[src/rtl/morph_pkg.sv]
// Shared constants and helpers for the binary morphology stage.
package morph_pkg;

    localparam logic MODE_ERODE  = 1'b0;
    localparam logic MODE_DILATE = 1'b1;

    // Minimum number of bits needed to address value entries (never less than 1).
    function automatic int clog2(input int value);
        int width;
        width = 1;
        for (int i = 1; i < 31; i++) begin
            if ((1 << i) < value) width = i + 1;
        end
        return width;
    endfunction

endpackage

[src/rtl/line_buffer_1bit.sv]
// One line of 1-bit pixel storage; the old bit is read at the address that is being written.
module line_buffer_1bit
    import morph_pkg::*;
#(
    parameter int DEPTH = 480,
    localparam int ADDR_W = clog2(DEPTH)
) (
    input  logic              clk,
    input  logic              rst_n,
    input  logic              we,
    input  logic [ADDR_W-1:0] addr,
    input  logic              din,
    output logic              dout
);

    logic mem [DEPTH];

    assign dout = mem[addr];

    // Contents carry no reset; writes are held off while reset is asserted.
    always_ff @(posedge clk) begin
        if (we && rst_n) mem[addr] <= din;
    end

endmodule

[src/rtl/morph_filter.sv]
// Binary erosion/dilation over a causal KSIZE x KSIZE window with border-neutral masking.
module morph_filter
    import morph_pkg::*;
#(
    parameter int H_DISP = 480,
    parameter int V_DISP = 272,
    parameter int KSIZE  = 3
) (
    input  logic       clk,
    input  logic       rst_n,
    input  logic       mode,
    input  logic       bina_de,
    input  logic       bina_hsync,
    input  logic       bina_vsync,
    input  logic [7:0] bina_data,
    output logic       morph_de,
    output logic       morph_hsync,
    output logic       morph_vsync,
    output logic [7:0] morph_data
);

    localparam int COL_W = clog2(H_DISP);
    localparam int ROW_W = clog2(V_DISP);
    localparam logic [COL_W-1:0] COL_LAST = COL_W'(H_DISP - 1);
    localparam logic [ROW_W-1:0] ROW_LAST = ROW_W'(V_DISP - 1);

    if (KSIZE != 3 && KSIZE != 5) begin : g_bad_ksize
        $error("morph_filter: KSIZE must be 3 or 5, got %0d", KSIZE);
    end

    function automatic logic reduce_bits(input logic [KSIZE-1:0] bits, input logic dilate);
        return (dilate == MODE_DILATE) ? |bits : &bits;
    endfunction

    logic [COL_W-1:0] col;
    logic [ROW_W-1:0] row;
    logic             de_q;
    logic             vsync_q;
    logic             mode_r;
    logic             de_fall;
    logic             vsync_rise;
    logic [KSIZE-1:0] tap;
    logic [KSIZE-1:0] row_mask;
    logic [KSIZE-1:0] col_mask;

    assign de_fall    = de_q & ~bina_de;
    assign vsync_rise = bina_vsync & ~vsync_q;
    assign tap[0]     = |bina_data;

    always_ff @(posedge clk or negedge rst_n) begin
        if (!rst_n) begin
            col     <= '0;
            row     <= '0;
            de_q    <= 1'b0;
            vsync_q <= 1'b0;
            mode_r  <= MODE_ERODE;
        end else begin
            de_q    <= bina_de;
            vsync_q <= bina_vsync;
            if (vsync_rise) mode_r <= mode;
            if (bina_de) begin
                if (col != COL_LAST) col <= col + COL_W'(1);
            end else if (de_q) begin
                col <= '0;
            end
            if (vsync_rise) begin
                row <= '0;
            end else if (de_fall && row != ROW_LAST) begin
                row <= row + ROW_W'(1);
            end
        end
    end

    // Tap k holds the bit at the same column from k lines earlier.
    for (genvar k = 1; k < KSIZE; k++) begin : g_lb
        line_buffer_1bit #(
            .DEPTH(H_DISP)
        ) u_lb (
            .clk  (clk),
            .rst_n(rst_n),
            .we   (bina_de),
            .addr (col),
            .din  (tap[k-1]),
            .dout (tap[k])
        );
    end

    always_comb begin
        row_mask = '0;
        col_mask = '0;
        for (int k = 0; k < KSIZE; k++) begin
            row_mask[k] = (int'(row) < k);
            col_mask[k] = (int'(col) < k);
        end
    end

    // Stage 1: window registers (bit c of win_p1[r] is pixel at row-r, col-c) plus border masks.
    logic [KSIZE-1:0] win_p1 [KSIZE];
    logic [KSIZE-1:0] row_mask_p1;
    logic [KSIZE-1:0] col_mask_p1;
    logic             mode_p1;
    logic             de_p1;
    logic             hsync_p1;
    logic             vsync_p1;

    always_ff @(posedge clk or negedge rst_n) begin
        if (!rst_n) begin
            for (int r = 0; r < KSIZE; r++) win_p1[r] <= '0;
            row_mask_p1 <= '0;
            col_mask_p1 <= '0;
            mode_p1     <= MODE_ERODE;
            de_p1       <= 1'b0;
            hsync_p1    <= 1'b0;
            vsync_p1    <= 1'b0;
        end else begin
            if (bina_de) begin
                for (int r = 0; r < KSIZE; r++) win_p1[r] <= {win_p1[r][KSIZE-2:0], tap[r]};
            end
            row_mask_p1 <= row_mask;
            col_mask_p1 <= col_mask;
            mode_p1     <= mode_r;
            de_p1       <= bina_de;
            hsync_p1    <= bina_hsync;
            vsync_p1    <= bina_vsync;
        end
    end

    // Stage 2: replace out-of-frame positions with the neutral value, then reduce each row.
    logic [KSIZE-1:0] eff [KSIZE];
    logic [KSIZE-1:0] row_red;
    logic [KSIZE-1:0] row_red_p2;
    logic             mode_p2;
    logic             de_p2;
    logic             hsync_p2;
    logic             vsync_p2;

    always_comb begin
        row_red = '0;
        for (int r = 0; r < KSIZE; r++) begin
            eff[r] = win_p1[r];
            for (int c = 0; c < KSIZE; c++) begin
                if (row_mask_p1[r] || col_mask_p1[c]) eff[r][c] = (mode_p1 == MODE_ERODE);
            end
            row_red[r] = reduce_bits(eff[r], mode_p1);
        end
    end

    always_ff @(posedge clk or negedge rst_n) begin
        if (!rst_n) begin
            row_red_p2 <= '0;
            mode_p2    <= MODE_ERODE;
            de_p2      <= 1'b0;
            hsync_p2   <= 1'b0;
            vsync_p2   <= 1'b0;
        end else begin
            row_red_p2 <= row_red;
            mode_p2    <= mode_p1;
            de_p2      <= de_p1;
            hsync_p2   <= hsync_p1;
            vsync_p2   <= vsync_p1;
        end
    end

    // Stage 3: column reduce; blanking cycles always emit zero.
    always_ff @(posedge clk or negedge rst_n) begin
        if (!rst_n) begin
            morph_data  <= 8'h00;
            morph_de    <= 1'b0;
            morph_hsync <= 1'b0;
            morph_vsync <= 1'b0;
        end else begin
            morph_data  <= (de_p2 && reduce_bits(row_red_p2, mode_p2)) ? 8'hFF : 8'h00;
            morph_de    <= de_p2;
            morph_hsync <= hsync_p2;
            morph_vsync <= vsync_p2;
        end
    end

endmodule

[config.mk]
export PLATFORM = sky130hd
export DESIGN_NAME = morph_filter
export DESIGN_NICKNAME = d
export VERILOG_FILES = /design/src/rtl/morph_pkg.sv /design/src/rtl/line_buffer_1bit.sv /design/src/rtl/morph_filter.sv
export SDC_FILE = /design/constraint.sdc
export NUM_CORES = 1
export LEC_CHECK = 0
export CELL_PAD_IN_SITES_DETAIL_PLACEMENT = 1
export CELL_PAD_IN_SITES_GLOBAL_PLACEMENT = 2
export CORE_MARGIN = 3
export CORE_UTILIZATION = 50
export CTS_CLUSTER_DIAMETER = 120
export DETAILED_ROUTE_END_ITERATION = 7
export PLACE_DENSITY_LB_ADDON = 0.1
export SYNTH_ARGS = -nofsm -noshare
export SYNTH_HDL_FRONTEND = slang
export SYNTH_SLANG_ARGS = --single-unit
export TNS_END_PERCENT = 20
[constraint.sdc]
create_clock -name clk -period 19 [get_ports clk]
set_input_delay 5.7 -clock clk [delete_from_list [all_inputs] [get_ports clk]]
set_output_delay 5.7 -clock clk [all_outputs]
set_load 0.01 [all_outputs]
Word-level counts from Yosys, hierarchy flattened
Memory sizes are Yosys's and may differ from the RTL's. A register that Yosys moved wholly into a read port is not among the register bits.
Index checks and enable logic that the tools add are counted.
Operators by class
  bitwise operators: 5
  multipliers: 0
  multiplexer cells: 20
  shifts and indexed selects: 0
  div/mod/pow operators: 0
  equal/unequal tests: 3
  add/sub/neg operators: 2
  magnitude comparators: 4
  reductions and logical operators: 20
Operators with widths (number)
  $mux W9: 5
  $add A9 B1 Y9 const B: 2
  $lt A9 B1 Y1 const B: 2
  $lt A9 B2 Y1 const B: 2
  $ne A9 B9 Y1 const B: 2
  $mux W1: 14
  $reduce_and A3 Y1: 4
  $reduce_or A3 Y1: 4
  $mux W8: 1
  $reduce_or A8 Y1: 1
  $logic_or A1 B1 Y1: 4
  $reduce_bool A2 Y1: 2
  $logic_and A1 B1 Y1: 3
  $not A1 Y1: 3
  $and A1 B1 Y1: 2
  $ne A2 B1 Y1 const B: 1
  $reduce_and A2 Y1: 1
  $logic_not A1 Y1: 1
Word-level totals
  memory bits (read-only): 0
  latch bits: 0
  memories: 2
  output and inout bits: 11
  word-level logic and storage cells: 77
  input port bits: 14
  bits in writable memories: 960
  flip-flop bits (word level): 54
Memories
  g_lb[1].u_lb.mem: words 480, width 1, read ports 1, clocked after Yosys merged registers in 0, wr ports 1, line line_buffer_1bit.sv:16  | logic mem [DEPTH];
  g_lb[2].u_lb.mem: words 480, width 1, read ports 1, clocked after Yosys merged registers in 1, wr ports 1, line line_buffer_1bit.sv:16

Logic depth before layout (Yosys ltp)
Gate-level depths: netlist of run 1.
  depth after elaboration: 5
  depth in mapped cells: 12
  depth with buffers taken out: 8

Hierarchy
From an unflattened synthesis of run 1, not the netlist that was laid out.
Second synthesis, totals
  cell total of the unflattened synthesis: 3164
  area total of the unflattened synthesis: 43987.2 um^2
By module, submodules not included
  line_buffer_1bit: seq. area each 14413.8 um^2, cells each 1495, times used 2, area each 20947.6 um^2
  morph_filter: seq. area each 1176.1 um^2, cells each 174, times used 1, area each 2092.0 um^2

Worst setup path before layout of run 1
OpenSTA, ideal clock, no wires.
  path type: input-to-reg
  start: input port bina_data[5]
  end: memory g_lb[1].u_lb.mem[0], data pin
  arrival time: 11.429 ns
  path buffers: 0
  stages: 2
  required time: 17.630 ns
  setup slack: 6.201 ns
  setup time: 1.370 ns
  cell sequence: nor4_1 > nand2_1
On the way
  word-level cells in the longest chain between the ends: 1
Ends and longest elaborated chain
  from (decl): line morph_filter.sv:15  | input logic [7:0] bina_data,
  $reduce_or A8 Y1: line morph_filter.sv:48  | assign tap[0] = |bina_data;
  named net g_lb[1].u_lb.din: line line_buffer_1bit.sv:12  | input logic din,
  to (decl): line line_buffer_1bit.sv:16
The timed path passes the listed nets, and every way through them passes these cells.

Worst setup path after layout of run 1
  start: input port bina_data[5]
  end: memory g_lb[1].u_lb.mem[243], data pin
The elaborated chain is that of the path after synthesis.

==> impl_metrics.toml, run 1 <==
[pwr]
p_switching_uw = 1450
p_clk_share_pct = 37.0
swShare_pct = 26.6
p_int_uw = 3990
peak_vdd_ir_v = 0.000103
p_comb_share_pct = 14.3
p_seq_share_pct = 48.7
power.density_cell_area_nw_per_um2 = 118
leakagePower_uw = 0.0156

[yosys]
syn_area_per_cell_um2 = 16.5
flops_latches_synth = 1007
synth-edff-count = 960
syn-cell-area_um2 = 41500
ys.warnings.count = 0
syn_nets = 2531
synth_sequential_area_ratio_pct = 72.3
post_synth_num_cell_types = 77
post_synth_inst_count = 2512
post-synth-top-area-cell = "edfxtp_1"
synthArstFlopShare_pct = 4.67
most_frequent_cell_after_synthesis = "edfxtp_1"
synth_ff_type = "edfxtp_1"
synth.top_cells.by_count = "edfxtp_1 (960), nor2_1 (524), mux4_2 (188), clkbuf_1 (118), nand2_1 (93)"
yosysTopAreaCellShare_pct = 69.5
synth.top_cells.by_area = "edfxtp_1 (69%), mux4_2 (10%), nor2_1 (4.7%)"

[route]
drtIter0Drc = 2791
num_vias = 23500
drt_first_pass_iters = 5
drc = 0
wire_per_inst_um = 32.9
wirelength_mm = 121
drt-vias-per-instance = 6.40
ant_nets = 0

[critical_path]
r2r_end = "g_lb[2].u_lb.mem[279]"
critical_path_arrival_ns = 8.62
setup.worst_path.class = "input pin to flip-flop"
worst_setup_path_startpoint = "bina_data[5]"
cpLargestDelayFamily = "buffers and inverters"
timing.critical_path.cells = "clkdlybuf4s50_1, nor4_1, nand2_4, buf_4, buf_4"
setup.worst_path.end_class = "flip-flop"
path_max_fanout = 111
worstReg2RegStart = "col[1]"
slowest_delay_ns = 0.68
worst_path_most_repeated_cell = "buf_4"
worstRegToRegCells = 12
critical_path.n_buffers_inverters = 3
required_ns = 19.29
worst_setup_path_start_kind = "input pin"
cpMaxStageDelayCell = "nor4_1"
r2r_setup_slack_ns = 12.29

[cts]
cts-root-buf = "clkbuf_16"
path_clk_slew_ns = 0.06
clk_path_buf_depth = 3
cts_resized = 0
numCtsBuffers = 103
cts_setup_buffers = 0
post_cts_hold_buffer_count = 0
cts.sink_count = 1007
maximum_level_of_the_cts_h_tree = 3
tritoncts = "yes"
clkLatencyLatePin_ns = 0.68

[hold_path]
timing.hold.worst.start = "hsync_p2"
worst_hold_path.num_cells = 0
hold_end = "morph_hsync"
hp-class = "flip-flop to flip-flop"

[sta]
tns_ns = 0
finalClockSkew_ns = 0.0250
finalWorstSetupSlack_ns = 10.67
slew_violations = 0
measured_slew_at_the_worst_slew_check_pin_ns = 1.44
rsz0062_at_grt = "no"
finalSetupViolCount = 0
maxSlewHeadroom_pct = 4.20
fin_crit_sh_pct = 43.8
max_freq_mhz = 120
finalWorstPathRequiredPeriod_ns = 8.33
finalHoldViolations = 0

[global_route]
grt_start_max_net_pins = 253
number_of_global_route_vias_before_repair = 24700
grt_remaining_overflow = 0
global_route.usage.total_pct = 28.2
grt_antenna_before_repair = 3
grt_first_pass_wirelength_mm = 174

[floorplanning]
core_area_um2 = 82100
die_height_um = 294
effective_utilization_at_floorplan_pct = 50.5
die_x_um = 294
io-pin-count = 25
number_of_placement_rows = 105
design.die.area_um2 = 86500

[cells_and_area]
layout-area-overhead-vs-synth_pct = 10.9
layout.nets = 2530
post_route_cells_drive_above_1_share_pct = 17.9

[placed_design]
gp_congestion = 0.789
detailed_place_hpwl_mm = 68.3
io_buffer_count = 24
place_worst_setup_slack_ns = 10.04

[status]
outcome = "finished clean"

[run]
maxcap_viol_count = 0
==> state kept, by name (all words and copies together) (netlist names), 2 cells and up <==
signal and count:
col 9, g_lb.u_lb.mem 960, row 9, win_p1 9, col_mask_p1 2, row_red_p2 3
row_mask_p1 2
==> through the flow <==
step	instance area [µm²]	std cells	total power (µW)	utilization [%]	hold WS (ns)
floorplan	41500	2512	3320	-	0.331
global placement	42700	3475	3450	51.9	0.332
detailed placement	42700	3475	3470	51.9	0.340
CTS	46000	3666	5470	56.0	0.354
global route	46000	3667	5610	56.0	0.361
finish	46000	3669	5440	56.0	0.352
==> area by class of cell <==
type                            instances  area (µm²)
Antenna cell                            2        5.00
Clock buffer                          134        2760
Clock inverter                         57         577
Fill cell                            7356       36100
Inverter                               16        60.1
Multi-Input combinational cell       1293       10500
Sequential cell                      1007       30000
Tap cell                             1070        1340
Timing Repair Buffer                   90         776
==> layout by cell type, fill, tap and decap left out, types with 13 or more instances in the layout <==
cell and instances:
a22oi_1 35, mux4_2 188, edfxtp_1 960, nand2_1 76, clkinv_1 18, nor3_1 13
dfrtp_1 44, a21oi_1 34, nand4_1 26, o21ai_0 28, clkbuf_1 26, mux2i_1 89
and3_1 13, clkinv_2 22, nor2_1 523, buf_4 62, clkbuf_16 104, a221oi_1 13
nand3_1 31, o22ai_1 15, nor2b_1 13, mux2_2 20, clkdlybuf4s50_1 23
==> worst max path at each step <==
stage / end / slack (ns) / depth (start not counted)
after floorplan: g_lb[1].u_lb.mem[0] / 6.20 / 2
after global placement: g_lb[1].u_lb.mem[242] / 10.24 / 5
after detailed placement: g_lb[1].u_lb.mem[242] / 10.04 / 5
after CTS: g_lb[1].u_lb.mem[243] / 10.77 / 5
after global routing: g_lb[1].u_lb.mem[243] / 10.53 / 5
final: g_lb[1].u_lb.mem[243] / 10.67 / 5
==> layer usage <==
layer	global-route usage, %	vias up	routed length (µm)
met5	0	-	0
met4	8.73	0	3530
met3	5.00	194	9670
met2	45.1	1034	57800
met1	40.2	12500	49700
li1	-	9726	-
==> logic make-up (layout without fill, tap and decap cells) <==
logic type      count (synthesis)  count (layout)  synth area share [%]
fa+ha+maj                       5               5                 0.151
buf+inv                       212             297                  2.70
xor+xnor                       12              12                 0.253
mux                           307             307                  13.2
simple gates                  757             757                  7.67
flops                        1007            1007                  72.3
compound gates                212             212                  3.67
other cells                     0               2                     0
==> power groups by stage <==
stage / clock network [µW] / logic (µW) / registers [µW]
2_1_floorplan: 0 / 477 / 2840
3_3_place_gp: 0 / 753 / 2690
3_5_place_dp: 0 / 771 / 2700
4_1_cts: 2040 / 775 / 2650
5_1_grt: 2140 / 821 / 2650
6_report: 2020 / 777 / 2650
Note: power is estimated with default switching activity, not from simulation.
==> run 2: changes to the inputs <==
- CORE_UTILIZATION: 50 -> 48
- clock period: 19 -> 8.7 ns (I/O delays scaled with it)
==> impl_metrics.toml, run 2 (synthesis gave the netlist of run 1 again) <==
[status]
outcome = "finished clean"

[placed_design]
place_worst_setup_slack_ns = 3.18
gp_congestion = 0.844
io_buffer_count = 24
detailed_place_hpwl_mm = 72.8
dpl_cell_area_um2 = 42800

[sta]
finalHoldViolations = 0
rsz0062_at_grt = "no"
finalClockSkew_ns = 0.0175
slew_violations = 0
measured_slew_at_the_worst_slew_check_pin_ns = 1.08
maxSlewHeadroom_pct = 27.8
tns_ns = 0
finalWorstSetupSlack_ns = 3.52
max_freq_mhz = 193
finalWorstPathRequiredPeriod_ns = 5.18
fin_crit_sh_pct = 59.5
finalSetupViolCount = 0

[critical_path]
setup.worst_path.end_class = "flip-flop"
worst_setup_path_start_kind = "flip-flop"
r2r_end = "g_lb[2].u_lb.mem[150]"
cpLargestDelayFamily = "simple AND/OR/NAND/NOR gates"
worstReg2RegStart = "col[5]"
r2r_setup_slack_ns = 3.52
worst_setup_path_startpoint = "col[5]"
setup.worst_path.class = "flip-flop to flip-flop"
cpMaxStageDelayCell = "nor4_1"
slowest_delay_ns = 0.98
critical_path.n_buffers_inverters = 1
path_max_fanout = 104
timing.critical_path.depth = 8
timing.critical_path.cells = "and2_1, nand2_1, nor4_1, or4_1, nor3_1, and4_1, nand4_1, buf_4"
critical_path_arrival_ns = 5.50
required_ns = 9.02
worstRegToRegCells = 8

[hold_path]
timing.hold.worst.start = "vsync_p2"
hold_end = "morph_vsync"
hp-class = "flip-flop to flip-flop"
worst_hold_path.num_cells = 0

[cells_and_area]
layout-area-overhead-vs-synth_pct = 11.3
layout_common_cells = "edfxtp_1 (960), nor2_1 (522), mux4_2 (190)"
max_flop_register = "g_lb.u_lb.mem"
antenna-diode-count = 0
largest_register_ffs = 960
utilization_pct = 54.1
post_route_cells_drive_above_1_share_pct = 18.2
filler_cell_count = 7886
layout.nets = 2533
final_common_cell = "edfxtp_1"
post-route-cell-area_um2 = 46200

[pwr]
swShare_pct = 26.7
p_int_uw = 8750
leakagePower_uw = 0.0156
p_comb_share_pct = 14.2
p_seq_share_pct = 48.6
p_clk_share_pct = 37.2
post-layout-total-power_uw = 11900
p_switching_uw = 3190
peak_vdd_ir_v = 0.000240
power.density_cell_area_nw_per_um2 = 259

[cts]
tritoncts = "yes"
cts_resized = 0
cts_setup_buffers = 0
path_clk_slew_ns = 0.06
clkLatencyLatePin_ns = 0.67
numCtsBuffers = 106
clk_path_buf_depth = 3
post_cts_hold_buffer_count = 0
cts.sink_count = 1007
cts-root-buf = "clkbuf_16"
maximum_level_of_the_cts_h_tree = 3

[global_route]
grt_start_max_net_pins = 211
grt_antenna_before_repair = 2
number_of_global_route_vias_before_repair = 24700
grt_first_pass_wirelength_mm = 178
grt_remaining_overflow = 0
global_route.usage.total_pct = 27.5

[floorplanning]
design.die.area_um2 = 90000
core_area_um2 = 85400
die_x_um = 300
die_height_um = 300
io-pin-count = 25
effective_utilization_at_floorplan_pct = 48.6
number_of_placement_rows = 107

[route]
wirelength_mm = 123
num_vias = 23400
wire_per_inst_um = 32.8
ant_nets = 0
drt-vias-per-instance = 6.25
drtIter0Drc = 2393
drt_first_pass_iters = 5
drc = 0

[run]
maxcap_viol_count = 0
run 2: cell count changes in the layout (fill, tap and decap cells not counted), sizes merged:
cell	previous run	this run
inv	19	20
bufinv	10	11
clkinvlp	2	4
diode	2	0
clkbuf	134	122
clkinv	42	55
run 2: routing by layer:
layer / up-vias / part of all wire (%) / global-route usage [%]
li1: 9740 / - / -
met1: 12600 / 42 / 38.1
met2: 876 / 49 / 45.3
met3: 226 / 6.2 / 4.38
met4: 2 / 3.2 / 8.45
met5: - / 0.011 / 0
run 2: power groups by stage:
stage / sequential [µW] / combinational [µW] / clock, µW
3_3_place_gp: 5900 / 1670 / 0
2_1_floorplan: 6140 / 1040 / 0
3_5_place_dp: 5910 / 1700 / 0
6_report: 5810 / 1700 / 4440
4_1_cts: 5810 / 1700 / 4500
5_1_grt: 5810 / 1790 / 4710
run 2: worst max path at each step:
stage / to / slack (ns)
global placement: g_lb[1].u_lb.mem[287] / 3.33
CTS: g_lb[2].u_lb.mem[418] / 3.50
global route: g_lb[2].u_lb.mem[125] / 3.23
detailed placement: g_lb[1].u_lb.mem[221] / 3.18
floorplan: g_lb[2].u_lb.mem[0] / -3.57
finish: g_lb[2].u_lb.mem[150] / 3.52
run 2: worst register-to-register path, cell delays in order, from the launching register on:
cell and delay, ns:
dfrtp_1 0.90, and2_1 0.55, nand2_1 0.60, nor4_1 0.99, or4_1 0.23, nor3_1 0.05, and4_1 0.18, nand4_1 0.34
buf_4 0.84
run 2: cell type report:
cell class / count / area [µm²] / share of cell area (%)
inverters: 16 / 60.1 / 0.130
clock inverters: 74 / 653 / 1.41
repair buffers: 90 / 818 / 1.77
flip-flops and latches: 1007 / 30000 / 65.0
well taps: 1144 / 1430 / 3.10
multi-input cells: 1293 / 10500 / 22.7
clock buffers: 122 / 2710 / 5.88
run 2: stage by stage:
| stage | instances | hold WS (ns) |
|---|---|---|
| after floorplan | 2512 | 0.331 |
| after global placement | 3550 | 0.343 |
| after detailed placement | 3550 | 0.343 |
| after CTS | 3746 | 0.356 |
| after global routing | 3746 | 0.363 |
| final | 3746 | 0.353 |
